**config.mk**
```make
export PLATFORM = sky130hd
export DESIGN_NAME = mac_operand_feeder
export DESIGN_NICKNAME = d
export VERILOG_FILES = /design/src/rtl/mac_operand_feeder.sv
export SDC_FILE = /design/constraint.sdc
export NUM_CORES = 1
export LEC_CHECK = 0
export ABC_AREA = 1
export CAP_MARGIN = 30
export CORE_MARGIN = 2
export CORE_UTILIZATION = 36
export DETAILED_ROUTE_END_ITERATION = 8
export PLACE_DENSITY = 0.87
export SLEW_MARGIN = 25
export SYNTH_ARGS = -nofsm -noshare
export SYNTH_HDL_FRONTEND = slang
export SYNTH_SLANG_ARGS = --single-unit
export TNS_END_PERCENT = 10
```
**constraint.sdc**
```tcl
create_clock -name clk -period 1.7 [get_ports clk]
set_input_delay 0.17 -clock clk [delete_from_list [all_inputs] [get_ports clk]]
set_output_delay 0.17 -clock clk [all_outputs]
set_load 0.02 [all_outputs]
```
**src/rtl/mac_operand_feeder.sv**
```systemverilog
// Edge feeder for an NxN MAC array: handshaked beats, per-lane skew, zero-filled bubbles.
// Optional define MAC_FEEDER_SKEW_EN enables the diagonal wavefront skew and FLUSH phase.
module mac_operand_feeder #(
  parameter int W  = 16,
  parameter int N  = 4,
  parameter int LW = 8
) (
  input  logic           clk,
  input  logic           rst_n,
  input  logic           start,
  input  logic [LW-1:0]  len,
  input  logic           in_valid,
  output logic           in_ready,
  input  logic [N*W-1:0] a_vec,
  input  logic [N*W-1:0] b_vec,
  output logic [N*W-1:0] a_row,
  output logic [N*W-1:0] b_col,
  output logic [N-1:0]   lane_valid,
  output logic [N-1:0]   pe_clr,
  output logic           busy,
  output logic           done
);

`ifdef MAC_FEEDER_SKEW_EN
  localparam bit SKEW = 1'b1;
`else
  localparam bit SKEW = 1'b0;
`endif
  localparam int FW = (N > 1) ? $clog2(N) : 1;

  typedef enum logic [1:0] {
    IDLE, STREAM, FLUSH, DONE
  } state_t;

  state_t state, state_nxt;
  logic [LW-1:0] k_q;
  logic [LW-1:0] cnt_q;
  logic [LW-1:0] cnt_inc;
  logic [FW-1:0] fcnt_q;
  logic          acc;
  logic          last;
  logic          go;
  logic          clr_in;

  assign in_ready = (state == STREAM);
  assign busy     = (state != IDLE);
  assign done     = (state == DONE);
  assign acc      = in_valid && in_ready;
  assign cnt_inc  = cnt_q + 1'b1;
  assign last     = acc && (cnt_inc == k_q);
  assign go       = (state == IDLE) && start && (len != '0);
  assign clr_in   = acc && (cnt_q == '0);

  always_comb begin
    state_nxt = state;
    unique case (state)
      IDLE:   if (go) state_nxt = STREAM;
      STREAM: if (last) state_nxt = (SKEW && N > 1) ? FLUSH : DONE;
      FLUSH:  if (fcnt_q == FW'(N - 2)) state_nxt = DONE;
      DONE:   state_nxt = IDLE;
      default: state_nxt = IDLE;
    endcase
  end

  always_ff @(posedge clk or negedge rst_n) begin
    if (!rst_n) begin
      state  <= IDLE;
      k_q    <= '0;
      cnt_q  <= '0;
      fcnt_q <= '0;
    end else begin
      state <= state_nxt;
      if (go) begin
        k_q   <= len;
        cnt_q <= '0;
      end else if (acc) begin
        cnt_q <= cnt_inc;
      end
      fcnt_q <= (state == FLUSH) ? fcnt_q + 1'b1 : '0;
    end
  end

  // Lane i delay: i+1 stages when skewed, otherwise one stage for all lanes
  for (genvar i = 0; i < N; i++) begin : g_lane
    localparam int D = SKEW ? i + 1 : 1;
    logic [D-1:0][W-1:0] a_sr;
    logic [D-1:0][W-1:0] b_sr;
    logic [D-1:0]        v_sr;
    logic [D-1:0]        c_sr;

    always_ff @(posedge clk or negedge rst_n) begin
      if (!rst_n) begin
        a_sr <= '0;
        b_sr <= '0;
        v_sr <= '0;
        c_sr <= '0;
      end else begin
        a_sr[0] <= acc ? a_vec[i*W +: W] : '0;
        b_sr[0] <= acc ? b_vec[i*W +: W] : '0;
        v_sr[0] <= acc;
        c_sr[0] <= clr_in;
        for (int j = 1; j < D; j++) begin
          a_sr[j] <= a_sr[j-1];
          b_sr[j] <= b_sr[j-1];
          v_sr[j] <= v_sr[j-1];
          c_sr[j] <= c_sr[j-1];
        end
      end
    end

    assign a_row[i*W +: W] = a_sr[D-1];
    assign b_col[i*W +: W] = b_sr[D-1];
    assign lane_valid[i]   = v_sr[D-1];
    assign pe_clr[i]       = c_sr[D-1];
  end

endmodule

```
* Word level (Yosys, flattened, before mapping)
Cells that the tools add are included.
** Word-level totals
- Register bits after elaboration :: 150
- Input port bits :: 140
- Output and inout bits :: 139
- Word-level logic and storage cells :: 50
** Operators by class
- Add/sub/neg operators :: 2
- Eq/ne operators :: 8
- Muxes and demuxes :: 15
- Reduce and logical (&&, ||, !) cells :: 11
** Operators with widths (number)
- $mux W16 :: 8
- $mux W8 :: 2
- $add A8 B1 Y8 const B :: 1
- $eq A8 B8 Y1 :: 1
- $logic_not A8 Y1 :: 1
- $mux W2 :: 4
- $pmux W2 S4 :: 1
- $reduce_bool A8 Y1 :: 1
- $eq A2 B2 Y1 const B :: 3
- $logic_and A1 B1 Y1 :: 5
- $ne A2 B2 Y1 const B :: 2
- $reduce_bool A2 Y1 :: 2
- $reduce_and A3 Y1 :: 1
- $add A2 B1 Y2 const B :: 1
- $eq A2 B1 Y1 const B :: 1
- $logic_not A2 Y1 :: 1
- $ne A2 B1 Y1 const B :: 1

* Logic depth before layout (Yosys ltp)
- Depth in word-level cells :: 5
- Gate-level depth with buffers :: 14
- Gate-level depth less buffers :: 13

* Worst setup path after synthesis
Ideal clock, no wire load.
- Path kind :: flip-flop to flip-flop
- Start point :: register state[1]
- End point :: register state[0]
- Library setup time :: 117 ps
- Data arrival time :: 1626 ps
- Required time :: 1583 ps
- Path slack :: -42 ps
- Cell stages (with the launch flop) :: 14
- Buffers on the path :: 0
- Clock period less this slack :: 1742 ps
- Path through :: dfrtp_1 -> inv_1 -> ha_1 -> nand2_1 -> a21oi_1 -> nand2_1 -> inv_1 -> nand3_1 -> nor2_1 -> nand3_2 -> nand2_2 -> nand2_2 -> nand2_1 -> nand2_1
** On the way
- Word-level cells in the longest chain between the ends :: 5
- Elaborated cells on any way between the ends :: 13
- Classes of those cells :: 6 x eq/ne; 1 x mux; 6 x reduce/logical
** RTL lines
- start, declared :: line 35 : state_t state, state_nxt;
- start signal, assigned :: line 72 : state <= state_nxt;
- $eq A2 B1 Y1 (*) :: line 45 : assign in_ready = (state == STREAM);
- named net in_ready :: line 13 : output logic in_ready,
- $logic_and A1 B1 Y1 :: line 48 : assign acc = in_valid && in_ready;
- $logic_and A1 B1 Y1 :: line 50 : assign last = acc && (cnt_inc == k_q);
- $ne A2 B1 Y1 (no line)
- $reduce_and A3 Y1 (no line)
The timed path passes the listed nets; every way through them passes the cells marked *.
A chain may end at the register's enable or synchronous reset.

* Worst setup path after layout
- Start point :: register cnt_q[0]
- End point :: register state[0]
** On the way
- Word-level cells in the longest chain between the ends :: 5
** RTL lines
- start, declared :: line 37 : logic [LW-1:0] cnt_q;
- start signal, assigned :: line 77 : cnt_q <= cnt_inc;
- $add A8 B1 Y8 :: line 49 : assign cnt_inc = cnt_q + 1'b1;
- $eq A8 B8 Y1 :: line 50
- $logic_and A1 B1 Y1 :: line 50
- $ne A2 B1 Y1 (no line)
- $reduce_and A3 Y1 (no line)
No other way between the ends.

==> flow_summary_export.csv <==
group,metric,value,unit
yosys,synth_most_common_cell,"inv_1",
placement,dp.cells,1043,
floorplanning,ios,279,
setup_path,required,1.99,ns
grt,grt_pass1_wl,22700,um
yosys,synth_flop_cell,"dfrtp_1",
yosys,syn_area,5600,sq um
timing,rsz0062_at_grt,"true",
timing,drv_slew,0,
yosys,synth_top_family_by_area,"simple AND/OR/NAND/NOR gates",
setup_path,crit_path_start_kind,"flop",
grt,grt_max_degree,74,
finish,num_antenna_cells,0,
setup_path,rr_startpoint,"cnt_q[0]$_DFFE_PN0P_",
route,ant_nets,0,
floorplanning,die_h,129,um
yosys,synth-simple-area-share,0.165,
setup_path,cp_max_fo,4,
setup_path,worstReg2RegEnd,"state[0]$_DFFE_PN0P_",
yosys,syn_inst,583,
timing,fin_ws,0.0335,ns
finish,final_layout_size_suffix_gt1_frac,0.0887,
timing,setup_tns,0,ns
outcome,status,"completed",
timing,layout_min_cycle_time,1.67,ns
route,drc_errors,0,
timing,hold_ws,0.242,ns
yosys,ys_ff_latch,150,
pwr,p_int,8.29,mW
pwr,total_power,12.5,mW
route,drt_wl_total,14900,um
pwr,ir_worst_vdd,0.832,mV
yosys,synth_top_area_frac,0.670,
timing,finalSetupViolCount,0,
placement,portBuffers,278,
floorplanning,fp-row-count,45,
yosys,async_flop_share,1.00,
yosys,ys_seq_area_frac,0.670,
yosys,synthMuxAreaShare,0,
clock_tree,path_clk_slew,0.06,ns
clock_tree,tritoncts,"built",
finish,fin_cells,1079,
floorplanning,start_util,0.368,
finish,areaGrowthSynthToFinish,67.0,%
clock_tree,htree_num_levels,4,
finish,nFillCells,1164,
pwr,power_switching,4.26,mW
finish,final_area,9350,sq um
timing,tightest_slew,0.434,ns
timing,hold_viol,0,
grt,grt_pass1_vias,4587,
setup_path,crit_path_end_kind,"flop",
setup_path,setup.worst_path.start,"cnt_q[0]$_DFFE_PN0P_",
placement,dpl_cell_area,8710,sq um
yosys,yosys-top-cells-count,"inv_1, dfrtp_1, nor2_1",
pwr,p_clk_frac,0.287,
yosys,synthTopCellsByArea,"dfrtp_1, inv_1, nor2_1, nand2_1, ha_1",
timing,post-route-period-util,0.980,
timing,relSlewSlack,0.708,
route,first_iter_violations,240,
yosys,synth_area_leader_cell,"dfrtp_1",
clock_tree,cts_buffer_depth,2,
yosys,ys_types,20,
setup_path,cp_data_arrival_time,1.96,ns
pwr,power_density,1340,nW/um^2
timing,skew,0.0131,ns
placement,place.gp.congestion,0.869,
setup_path,r2r_setup_slack,0.03,ns
placement,hpwl,11300,um
setup_path,crit_end,"state[0]$_DFFE_PN0P_",
clock_tree,cts-root-buf,"clkbuf_16",
finish,final_nets,1026,
route,dr.pass1.iters,4,
route,wl_per_cell,13.8,um
clock_tree,clk_latency,0.42,ns
finish,utilization,0.615,
floorplanning,coreArea,15200,sq um
pwr,switching_share,0.339,
yosys,synth_xor_xnor_area_share,0,
setup_path,crit_type,"flop to flop",
floorplanning,dieArea,16600,sq um
yosys,synth_edf_count,0,
grt,grt_overflow,0,
route,vias,4612,
setup_path,ff2ff_path_depth,13,
timing,timing.fmax,600,MHz
placement,place_ws,-0.155,ns
yosys,synth_warnings,0,
worst_hold_path,hold_class,"input port to async pin",
pwr,p_comb_frac,0.344,
yosys,synth_compound_area_frac,0.0188,
clock_tree,cts.sinks,150,
run,maxCapViolations,0,
clock_tree,cts_buffers,17,
grt,groute.usage.overall,0.179,
pwr,power.leakage,4.83,nW
yosys,synth-adder-area-share,0.0179,
yosys,avgSynthCellArea,9.61,sq um
floorplanning,fp.dieW,129,um
route,via_per_inst,4.27,
pwr,power_frac_seq,0.370,
yosys,synth_fp_nets,731,
grt,antenna_found_initial,0,
[area by class of cell]
class	instances	area [sq um]	share of cell area
Sequential cell	150	3760	0.402
Clock inverter	14	141	0.0151
Timing Repair Buffer	302	3020	0.323
Tap cell	188	235	0.0251
Multi-Input combinational cell	250	1180	0.126
Inverter	157	589	0.0630
Clock buffer	18	429	0.0459
[layout by cell type, fill, tap and decap left out]
cell and instances:
nand3_1 19, nor2_4 1, buf_2 1, nand2_2 4, clkbuf_1 1, nand3_2 3
clkinv_4 4, nand2_1 45, nand2_4 1, ha_1 5, o21ai_0 15, bufinv_16 1
dlygate4sd2_1 2, nand3b_1 1, nor2_1 134, nor2_2 4, a21oi_1 5, dfrtp_2 3
inv_1 154, nor4_1 3, clkdlybuf4s50_1 274, clkinvlp_4 3, inv_6 3, clkbuf_16 17
buf_4 18, clkinv_2 1, nand4_1 6, buf_12 5, dlygate4sd3_1 1, a21oi_2 1
inv_2 3, buf_6 1, dfrtp_1 147, ha_4 3, inv_8 2
[metal layers]
| metal | vias up | global-route usage | part of all wire | routed length [um] |
|---|---|---|---|---|
| met5 | - | 0 | 0 | 0 |
| met4 | 0 | 0.0627 | 0.017 | 261 |
| met1 | 2142 | 0.198 | 0.37 | 5470 |
| met2 | 204 | 0.309 | 0.51 | 7680 |
| met3 | 24 | 0.0786 | 0.10 | 1530 |
| li1 | 2242 | - | - | - |
[power by group through the flow]
stage	Clock, mW	Sequential [mW]	Combinational [mW]
after floorplan	0	5.27	1.44
after global placement	0	4.65	4.13
after detailed placement	0	4.69	4.21
after CTS	3.68	4.64	4.23
after global routing	3.85	4.70	4.67
final	3.60	4.64	4.31
[sequential cells by signal (all words and copies together), names as in the netlist]
signal / flops
fcnt_q: 2
k_q: 8
cnt_q: 8
g_lane.c_sr: 1
g_lane.b_sr: 64
g_lane.v_sr: 1
state: 2
g_lane.a_sr: 64
[critical path: stages (launching register included)]
cell	delay (ns)
dfrtp_2	0.42
inv_2	0.07
ha_4	0.28
inv_2	0.03
nand2_1	0.04
nand3_1	0.06
nor2_1	0.11
nand3_1	0.09
nor2_2	0.11
nand3_2	0.08
nand2_2	0.08
nand2_2	0.06
nand2_1	0.06
nand2_1	0.05
[cells by family (layout without fill, tap and decap cells)]
kind of cell    Yosys count  count (layout)
fa+ha+maj                 8               8
simple gates            221             221
flops                   150             150
compound gates           21              21
buf+inv                 183             491
[worst min path at each step]
| stage | start | endpoint | slack (ns) | depth (start not counted) |
|---|---|---|---|---|
| 2_1_floorplan | rst_n | cnt_q[0]$_DFFE_PN0P_ | -0.13 | 0 |
| 3_3_place_gp | rst_n | k_q[1]$_DFFE_PN0N_ | 0.11 | 1 |
| 3_5_place_dp | rst_n | g_lane[3].v_sr$_DFF_PN0_ | 0.12 | 1 |
| 4_1_cts | a_vec[21] | g_lane[1].a_sr[5]$_DFF_PN0_ | 0.24 | 3 |
| 5_1_grt | a_vec[21] | g_lane[1].a_sr[5]$_DFF_PN0_ | 0.25 | 3 |
| 6_report | rst_n | k_q[1]$_DFFE_PN0N_ | 0.24 | 2 |
[what timing repair did]
| action | CTS | global route |
|---|---|---|
| resized for setup | 10 | 7 |
| pin swaps | 0 | 0 |
| endpoints found under the setup margin | 5 | 6 |
| hold endpoints to repair | 33 | 0 |
| hold buffers | 1 | 0 |
| setup buffers | 0 | 3 |
No activity file was read; power rests on OpenSTA's default activity.
